===== src/rtl/proc16_pkg.sv =====
// Shared types and defaults for the 16-bit processor's fetch path.
package proc16_pkg;

    localparam int ADDR_W = 16;
    localparam int DATA_W = 16;
    localparam logic [ADDR_W-1:0] RESET_PC = 16'h0000;

    typedef struct packed {
        logic [DATA_W-1:0] inst;
        logic [ADDR_W-1:0] pc;
    } fetch_entry_t;

endpackage


===== src/rtl/fetch_prefetch_unit_if.sv =====
// Bundle between the fetch unit, memory port 1, the branch unit and decode.
interface fetch_prefetch_unit_if import proc16_pkg::*; #(
    parameter int ADDR_W = proc16_pkg::ADDR_W,
    parameter int DATA_W = proc16_pkg::DATA_W
) ();

    logic [ADDR_W-1:0] mem_addr;
    logic              mem_rd_en;
    logic [DATA_W-1:0] mem_rdata;
    logic              redirect_valid;
    logic [ADDR_W-1:0] redirect_pc;
    logic              inst_valid;
    logic              inst_ready;
    logic [DATA_W-1:0] inst;
    logic [ADDR_W-1:0] inst_pc;

    // Decode handshake: a word transfers on any rising edge where inst_valid
    // and inst_ready are both high; inst/inst_pc are stable while inst_valid
    // is high and unanswered, and inst_valid never depends on inst_ready.
    modport master (
        output mem_addr, mem_rd_en, inst_valid, inst, inst_pc,
        input  mem_rdata, redirect_valid, redirect_pc, inst_ready
    );

    modport slave (
        input  mem_addr, mem_rd_en, inst_valid, inst, inst_pc,
        output mem_rdata, redirect_valid, redirect_pc, inst_ready
    );

endinterface


===== src/rtl/fetch_fifo.sv =====
// Prefetch FIFO of fetched words; flush empties it in one cycle and wins over push/pop.
module fetch_fifo import proc16_pkg::*; #(
    parameter int DEPTH = 4
) (
    input  logic                       clcka,
    input  logic                       rst_n,
    input  logic                       push,
    input  fetch_entry_t               push_entry,
    input  logic                       pop,
    input  logic                       flush,
    output logic [$clog2(DEPTH):0]     count,
    output fetch_entry_t               head
);

    localparam int PTR_W = $clog2(DEPTH);
    localparam int CNT_W = PTR_W + 1;

    fetch_entry_t     mem [DEPTH];
    logic [PTR_W-1:0] wr_ptr;
    logic [PTR_W-1:0] rd_ptr;

    // Pointers wrap naturally because DEPTH is a power of two.
    always_ff @(posedge clcka or negedge rst_n) begin
        if (!rst_n) begin
            wr_ptr <= '0;
            rd_ptr <= '0;
            count  <= '0;
            for (int i = 0; i < DEPTH; i++) begin
                mem[i] <= '0;
            end
        end else if (flush) begin
            wr_ptr <= '0;
            rd_ptr <= '0;
            count  <= '0;
        end else begin
            if (push) begin
                mem[wr_ptr] <= push_entry;
                wr_ptr      <= wr_ptr + PTR_W'(1);
            end
            if (pop) begin
                rd_ptr <= rd_ptr + PTR_W'(1);
            end
            case ({push, pop})
                2'b10:   count <= count + CNT_W'(1);
                2'b01:   count <= count - CNT_W'(1);
                default: count <= count;
            endcase
        end
    end

    assign head = mem[rd_ptr];

endmodule


===== src/rtl/fetch_prefetch_unit.sv =====
// Instruction fetch with prefetch FIFO and redirect flush.
// Optional FETCH_PERF_CNT_EN adds saturating stall/redirect counters.
module fetch_prefetch_unit #(
    parameter int                ADDR_W   = proc16_pkg::ADDR_W,
    parameter int                DATA_W   = proc16_pkg::DATA_W,
    parameter int                DEPTH    = 4,
    parameter logic [ADDR_W-1:0] RESET_PC = proc16_pkg::RESET_PC
) (
    input  logic                      clcka,
    input  logic                      rst_n,
`ifdef FETCH_PERF_CNT_EN
    output logic [15:0]               perf_stall_cnt,
    output logic [15:0]               perf_redirect_cnt,
`else
`endif
    fetch_prefetch_unit_if.master     bus
);

    localparam int CNT_W = $clog2(DEPTH) + 1;
    localparam logic [CNT_W:0] DEPTH_L = (CNT_W + 1)'(DEPTH);

    logic [ADDR_W-1:0]        fetch_pc;
    logic [ADDR_W-1:0]        pc_tag;
    logic                     inflight;
    logic [CNT_W-1:0]         count;
    logic [CNT_W:0]           credit_used;
    logic                     issue;
    logic                     push;
    logic                     pop;
    proc16_pkg::fetch_entry_t push_entry;
    proc16_pkg::fetch_entry_t head_entry;

    // A slot is reserved for the in-flight word, so a response always fits.
    assign credit_used = {1'b0, count} + {{CNT_W{1'b0}}, inflight};
    assign issue       = rst_n && !bus.redirect_valid && (credit_used < DEPTH_L);
    assign push        = inflight && !bus.redirect_valid;
    assign pop         = bus.inst_valid && bus.inst_ready && !bus.redirect_valid;

    assign push_entry.inst = bus.mem_rdata;
    assign push_entry.pc   = pc_tag;

    always_ff @(posedge clcka or negedge rst_n) begin
        if (!rst_n) begin
            fetch_pc <= RESET_PC;
            pc_tag   <= '0;
            inflight <= 1'b0;
        end else begin
            inflight <= issue;
            if (bus.redirect_valid) begin
                fetch_pc <= bus.redirect_pc;
            end else if (issue) begin
                fetch_pc <= fetch_pc + ADDR_W'(1);
                pc_tag   <= fetch_pc;
            end
        end
    end

    fetch_fifo #(
        .DEPTH (DEPTH)
    ) u_fifo (
        .clcka      (clcka),
        .rst_n      (rst_n),
        .push       (push),
        .push_entry (push_entry),
        .pop        (pop),
        .flush      (bus.redirect_valid),
        .count      (count),
        .head       (head_entry)
    );

    assign bus.mem_addr   = fetch_pc;
    assign bus.mem_rd_en  = issue;
    assign bus.inst_valid = (count != '0);
    assign bus.inst       = head_entry.inst;
    assign bus.inst_pc    = head_entry.pc;

`ifdef FETCH_PERF_CNT_EN
    always_ff @(posedge clcka or negedge rst_n) begin
        if (!rst_n) begin
            perf_stall_cnt    <= '0;
            perf_redirect_cnt <= '0;
        end else begin
            if (!bus.inst_valid && (perf_stall_cnt != 16'hFFFF)) begin
                perf_stall_cnt <= perf_stall_cnt + 16'd1;
            end
            if (bus.redirect_valid && (perf_redirect_cnt != 16'hFFFF)) begin
                perf_redirect_cnt <= perf_redirect_cnt + 16'd1;
            end
        end
    end
`else
`endif

endmodule


===== src/flat_wrapper.sv =====
// flat-port wrapper written by rule: the top's interface ports become plain ports
module fetch_prefetch_unit_flat 
#(
    parameter int                ADDR_W   = proc16_pkg::ADDR_W,
    parameter int                DATA_W   = proc16_pkg::DATA_W,
    parameter int                DEPTH    = 4,
    parameter logic [ADDR_W-1:0] RESET_PC = proc16_pkg::RESET_PC
)
  (clcka, rst_n, bus_mem_addr, bus_mem_rd_en, bus_inst_valid, bus_inst, bus_inst_pc, bus_mem_rdata, bus_redirect_valid, bus_redirect_pc, bus_inst_ready);
  fetch_prefetch_unit_if #(.ADDR_W(ADDR_W), .DATA_W(DATA_W)) bus_i ();
  input  logic clcka;
  input  logic rst_n;
  output wire logic [$bits(bus_i.mem_addr)-1:0] bus_mem_addr;
  output wire logic [$bits(bus_i.mem_rd_en)-1:0] bus_mem_rd_en;
  output wire logic [$bits(bus_i.inst_valid)-1:0] bus_inst_valid;
  output wire logic [$bits(bus_i.inst)-1:0] bus_inst;
  output wire logic [$bits(bus_i.inst_pc)-1:0] bus_inst_pc;
  input wire logic [$bits(bus_i.mem_rdata)-1:0] bus_mem_rdata;
  input wire logic [$bits(bus_i.redirect_valid)-1:0] bus_redirect_valid;
  input wire logic [$bits(bus_i.redirect_pc)-1:0] bus_redirect_pc;
  input wire logic [$bits(bus_i.inst_ready)-1:0] bus_inst_ready;
  assign bus_mem_addr = bus_i.mem_addr;
  assign bus_mem_rd_en = bus_i.mem_rd_en;
  assign bus_inst_valid = bus_i.inst_valid;
  assign bus_inst = bus_i.inst;
  assign bus_inst_pc = bus_i.inst_pc;
  assign bus_i.mem_rdata = bus_mem_rdata;
  assign bus_i.redirect_valid = bus_redirect_valid;
  assign bus_i.redirect_pc = bus_redirect_pc;
  assign bus_i.inst_ready = bus_inst_ready;
  fetch_prefetch_unit #(.ADDR_W(ADDR_W), .DATA_W(DATA_W), .DEPTH(DEPTH), .RESET_PC(RESET_PC)) u_core (.clcka(clcka), .rst_n(rst_n), .bus(bus_i));
endmodule

===== config.mk =====
export PLATFORM = sky130hd
export DESIGN_NAME = fetch_prefetch_unit_flat
export DESIGN_NICKNAME = d
export VERILOG_FILES = /design/src/rtl/proc16_pkg.sv /design/src/rtl/fetch_prefetch_unit_if.sv /design/src/rtl/fetch_fifo.sv /design/src/rtl/fetch_prefetch_unit.sv /design/src/flat_wrapper.sv
export SDC_FILE = /design/constraint.sdc
export NUM_CORES = 1
export LEC_CHECK = 0
export BUFFER_PORTS_ARGS = -buffer_cell sky130_fd_sc_hd__buf_2
export CAP_MARGIN = 20
export CORE_ASPECT_RATIO = 1.25
export CORE_MARGIN = 2
export CORE_UTILIZATION = 45
export CTS_CLUSTER_DIAMETER = 200
export DETAILED_ROUTE_END_ITERATION = 12
export PLACE_DENSITY = 0.78
export REMOVE_ABC_BUFFERS = 1
export SLEW_MARGIN = 20
export SYNTH_ARGS = -nofsm -noshare
export SYNTH_HDL_FRONTEND = slang
export SYNTH_SLANG_ARGS = --single-unit

===== constraint.sdc =====
create_clock -name clcka -period 2.1 [get_ports clcka]
set_input_delay 0.21 -clock clcka [delete_from_list [all_inputs] [get_ports clcka]]
set_output_delay 0.21 -clock clcka [all_outputs]
set_load 0.02 [all_outputs]

Word-level counts from Yosys, hierarchy flattened
Index checks and enable logic that the tools add are counted.
Widths: inputs -> output; s select.
Cells by class
  add/subtract/negate cells: 6
  $lt $le $gt $ge: 4
  equal/unequal tests: 2
  multiplexer cells: 14
  bitwise logic cells: 3
  reductions and logical operators: 14
Operators by type and width (number)
  $bwmux 128: 1
  $mux 32: 3
  $bmux 32 s2: 1
  $demux 32 s2: 1
  $mux 16: 2
  $add 16x1->16 const B: 1
  $mux 2: 4
  $ge 3x3->1 const B: 2
  $logic_and 1x1->1: 6
  $not 2->3: 2
  $pmux 3 s2: 1
  $reduce_bool 2->1: 3
  $reduce_bool 3->1: 2
  $add 2x1->2 const B: 2
  $add 3x1->4: 1
  $lt 4x3->1 const B: 1
  $reduce_and 2->1: 2
  $add 3x1->3 const B: 1
  $lt 3x1->1 const B: 1
  $mux 3: 1
  $sub 3x1->3 const B: 1
  $eq 2x1->1 const B: 1
  $eq 2x2->1 const B: 1
  $logic_not 1->1: 1
  $not 1->1: 1
Word-level totals
  bits in registers: 168
  bits of input ports: 36
  output and inout port bits: 50
  word-level logic and storage cells: 57

Depth between registers and ports, before layout
  depth after elaboration: 6
  depth in mapped cells: 8
  mapped depth without buffers: 7

Cells and area by module
Synthesis repeated with hierarchy kept, for this count alone.
Unflattened totals
  cell total of the unflattened synthesis: 509
  area total of the unflattened synthesis: 7947.6 um^2
By module, submodules not included
  fetch_fifo: times used 1, cells an instance 349, area an instance 6254.7 um^2, seq. area each 3378.2 um^2
  fetch_prefetch_unit: times used 1, cells an instance 160, area an instance 1692.9 um^2, seq. area each 825.8 um^2

Worst setup path after synthesis
Ideal clock, no wire load.
  path kind: register -> register
  start: register u_core.u_fifo.count[1]
  end: register u_core.u_fifo.count[2]
  setup time: 0.132 ns
  arrival: 1.934 ns
  data required time: 1.968 ns
  path slack: 0.034 ns
  cell stages (with the launch flop): 8
  buffers on the path: 0
  period minus slack after synthesis: 2.066 ns
  cells stage by stage: dfrtp_1 > o31a_1 > nor3b_1 > fa_1 > or2_2 > mux2i_1 > xnor2_1 > nor2_1
On the way
  word-level cells in the longest chain between the ends: 6
  elaborated cells on any way between the ends: 10
  those cells by class: add/sub (2); eq/ne (2); mux (2); reduce/logical (4)
Ends and longest elaborated chain
  from (decl): line fetch_fifo.sv:11  | output logic [$clog2(DEPTH):0] count,
  from (signal assigned): line fetch_fifo.sv:44  | 2'b10: count <= count + CNT_W'(1);
  from (signal assigned): line fetch_fifo.sv:45  | 2'b01: count <= count - CNT_W'(1);
  from (signal assigned): line fetch_fifo.sv:46  | default: count <= count;
  $reduce_bool 3->1: line fetch_prefetch_unit.sv:73  | assign bus.inst_valid = (count != '0);
  $logic_and 1x1->1 (2 in series): line fetch_prefetch_unit.sv:37  | assign pop = bus.inst_valid && bus.inst_ready && !bus.redirect_valid;
  $eq 2x1->1 / $eq 2x2->1 (equally long branches): line fetch_fifo.sv:43  | case ({push, pop})
  $pmux 3 s2: line fetch_fifo.sv:43
  $mux 3: line fetch_fifo.sv:31  | end else if (flush) begin
Several ways; a longest one is shown, not always the timed one.
A chain may end at the register's enable or synchronous reset.

Final worst setup path
  start: register u_core.u_fifo.rd_ptr[0]
  end: output bus_inst_pc[8]
On the way
  word-level cells in the longest chain between the ends: 4
Ends and longest elaborated chain
  from (decl): line fetch_fifo.sv:20  | logic [PTR_W-1:0] rd_ptr;
  from (signal assigned): line fetch_fifo.sv:41  | rd_ptr <= rd_ptr + PTR_W'(1);
  $not 2->3 (implied by the code): line fetch_fifo.sv:51  | assign head = mem[rd_ptr];
  $bmux 32 s2: line fetch_fifo.sv:51
  $mux 32 (implied by the code) (2 in series): line fetch_fifo.sv:51
  to (decl): line flat_wrapper.sv:17  | output wire logic [$bits(bus_i.inst_pc)-1:0] bus_inst_pc;
No other way between the ends. The select of a mux whose other input is x is not followed.

==> key figures <==
Die
  – Core ar.: 16,300 sq um
  – Die width: 119 um
  – Die Area: 17,700 sq um
  – Initial core utilization: 46.0%
  – Row count: 52
  – IO Count: 86
  – Overall die height: 148 um

Critical path
  – R2r setup slk: 0.10 ns
  – Top delay family on crit path: multiplexers
  – WP depth: 3
  – Critical Path End Type: output port
  – Crit-path max FO: 13
  – Crit path largest cell delay: 0.54 ns
  – Cell chain of the critical path: clkbuf_16 -> mux4_2 -> buf_2
  – Critical Path Source Type: flip-flop
  – Critical path class: flip-flop to output port
  – Critical Path AT: 1.83 ns
  – Worst path required time: 1.89 ns
  – R2R depth: 7
  – Buf/Inv on CP: 2
  – CP max stage cell: mux4_2

Synth
  – Async S/R FF share, synth: 100%
  – Synth warn: 0
  – Mapped Cells: 529
  – Yosys cell types: 44
  – Most used DFF post-synth: dfrtp_1
  – Post-synthesis average cell area: 14.1 sq um
  – Sequential fraction of the synthesis area: 56.2%
  – Flops & latches, synth: 168
  – Synthesized area: 7480 sq um
  – Post-synth EDFFs: 0

Clock network
  – CTS root buffer: clkbuf_16
  – Clock Tree Buf Depth: 2
  – CTS clk-pin slew, worst paths: 0.06 ns
  – Worst-skew pair later-pin latency: 0.42 ns
  – CTS tree: yes
  – # H-tree levels: 4
  – Clock sink count: 168
  – TritonCTS buffer count: 17

GRT
  – Initial antenna violation count: 0
  – First-pass GRT wire length: 26,200 um
  – Total grt overflow: 0
  – Number of global-route vias before repair: 5,069
  – Largest net degree at the start of global routing: 169
  – Gr usage total: 18.9%

Hold path
  – Hold Crit Class: input port to async pin

Power and ir drop
  – Pwr per Cell Area: 1270 nW/um^2
  – Leak: 0.00433 uW
  – Power, Total: 11,500 uW
  – Worst VDD drop: 0.613 mV

Timing
  – Hold Slack: -0.102 ns
  – Tmin final: 2.04 ns
  – Achievable frequency: 490 MHz
  – Final Hold Viols: 40
  – Fin crit share: 97.3%
  – Slew @ Worst Pin: 0.928 ns
  – Max_slew headroom: 38.1%
  – Clk_skew: 0.00480 ns
  – Final setup viols: 0
  – RSZ-0062 raised after global routing: true
  – Slew Limit Fails: 0

Cells and area
  – Fin util: 55.5%
  – Area grow syn2layout: 20.6%
  – # diodes: 0
  – Most frequent cells in the layout: 166 x dfrtp_1, 118 x mux2_2, 84 x buf_2
  – Ratio of cells with drive above 1 in the final layout: 46.9%
  – Commonest non-fill, non-tap cell in the layout: dfrtp_1
  – Final net count: 673

Drt
  – Via count: 4,728
  – Post-DR vias/cell: 5.50
  – WL/cell: 18.7 um
  – Drt first pass iters: 4
  – # DRC: 0
  – Detail Route Antenna Nets: 0
  – DR iter-0 viols: 271
  – Total wire length: 16,100 um

Placement
  – Port buffer count: 85
  – GP Congestion: 0.862
  – DP HPWL: 10,300 um

Outcome
  – Status: finished with violations
  – Failing checks: hold timing

Run
  – Max-cap viol count: 0
## worst register-to-register path, stage by stage (launching register included)
cell     delay, ns
dfrtp_1       0.39
o31a_1        0.32
nor3b_2       0.17
fa_2          0.37
or2_4         0.25
mux2i_2       0.19
xnor2_1       0.14
nor2_1        0.05
## report_power, final
group          total [uW]  internal, uW  switching, uW
Combinational        3460          1740           1710
Sequential           4780          4140            636
Clock                3230          1950           1280
Total               11500          7830           3630
## routing by layer
metal  global-route usage (%)  vias to the layer above  part of all wire, %
met2                     31.7                      117                   50
met5                        0                        -                    0
met1                     24.8                     2449                   44
li1                         -                     2146                    -
met3                     4.10                       16                  4.2
met4                     5.65                        0                  1.5
## kinds of logic (layout without fill, tap and decap cells)
family                   count (synthesis)  in the layout  share of synthesized area (%)
AO/OA/AOI/OAI                           31             31                           2.94
AND/OR/NAND/NOR                        118            118                           7.36
adder cells (fa/ha/maj)                  6              6                           1.10
buffers and inverters                   36            151                           2.22
XOR/XNOR                                 6              6                          0.703
flip-flops                             168            168                           56.2
multiplexers                           164            164                           29.5
## worst paths after layout
path / startpoint / to
min in group clcka: bus_redirect_pc[5] / u_core.bus.mem_addr[5]$_DFFE_PN0P_
min reg2reg: u_core.u_fifo.mem[70]$_DFFE_PN0P_ / u_core.u_fifo.mem[70]$_DFFE_PN0P_
max reg2reg: u_core.u_fifo.count[2]$_DFFE_PN0P_ / u_core.u_fifo.count[2]$_DFFE_PN0P_
max in group asynchronous: rst_n / u_core.u_fifo.mem[99]$_DFFE_PN0P_
min: rst_n / u_core.bus.mem_addr[8]$_DFFE_PN0P_
max: u_core.u_fifo.rd_ptr[0]$_DFFE_PN0P_ / bus_inst_pc[8]
## final cells by class
type	instances	area [sq um]
clock inverter	13	168
multi-input combinational	325	3140
fill	1324	7240
sequential	168	4210
inverter	8	37.5
timing repair buffer	111	747
tap	216	270
clock buffer	19	453
## sequential cells by signal, indices dropped and copies added (netlist names)
register / flops
u_core.u_fifo.mem: 128
u_core.u_fifo.count: 3
u_core.bus.mem_addr: 16
u_core.inflight: 1
u_core.pc_tag: 16
u_core.u_fifo.rd_ptr: 2
u_core.u_fifo.wr_ptr: 2
## synth_stat cells, types with 7 or more instances
cell type  instances  area [sq um]
dfrtp_1          168          4200
buf_2             19          95.1
nand3_1           11          55.1
mux4_2            32           721
mux2_2           118          1330
nor2_1            10          37.5
nand2_1           69           259
inv_1              7          26.3
mux2_1            11           124
## what timing repair did
action | CTS | global route
hold buffers | 6 | 0
cloned | 0 | 1
resized for setup | 3 | 6
endpoints found under the setup margin | 1 | 7
pin swaps | 0 | 3
endpoints found under the hold margin | 6 | 0
buffers inserted | 0 | 1
## per-stage QoR
stage	cells	hold slack, ns	worst slack, ns	TNS (ns)	instance area (sq um)
finish	860	-0.102	0.0571	0	9020
global route	860	0.0250	-0.00150	-0.00150	9020
floorplan	501	-0.0856	-0.254	-8.13	7340
global placement	820	0.426	0.148	0	8280
CTS	858	0.00596	0.00267	0	8970
detailed placement	820	0.428	0.0670	0	8280
No activity file was read; power rests on OpenSTA's default activity.
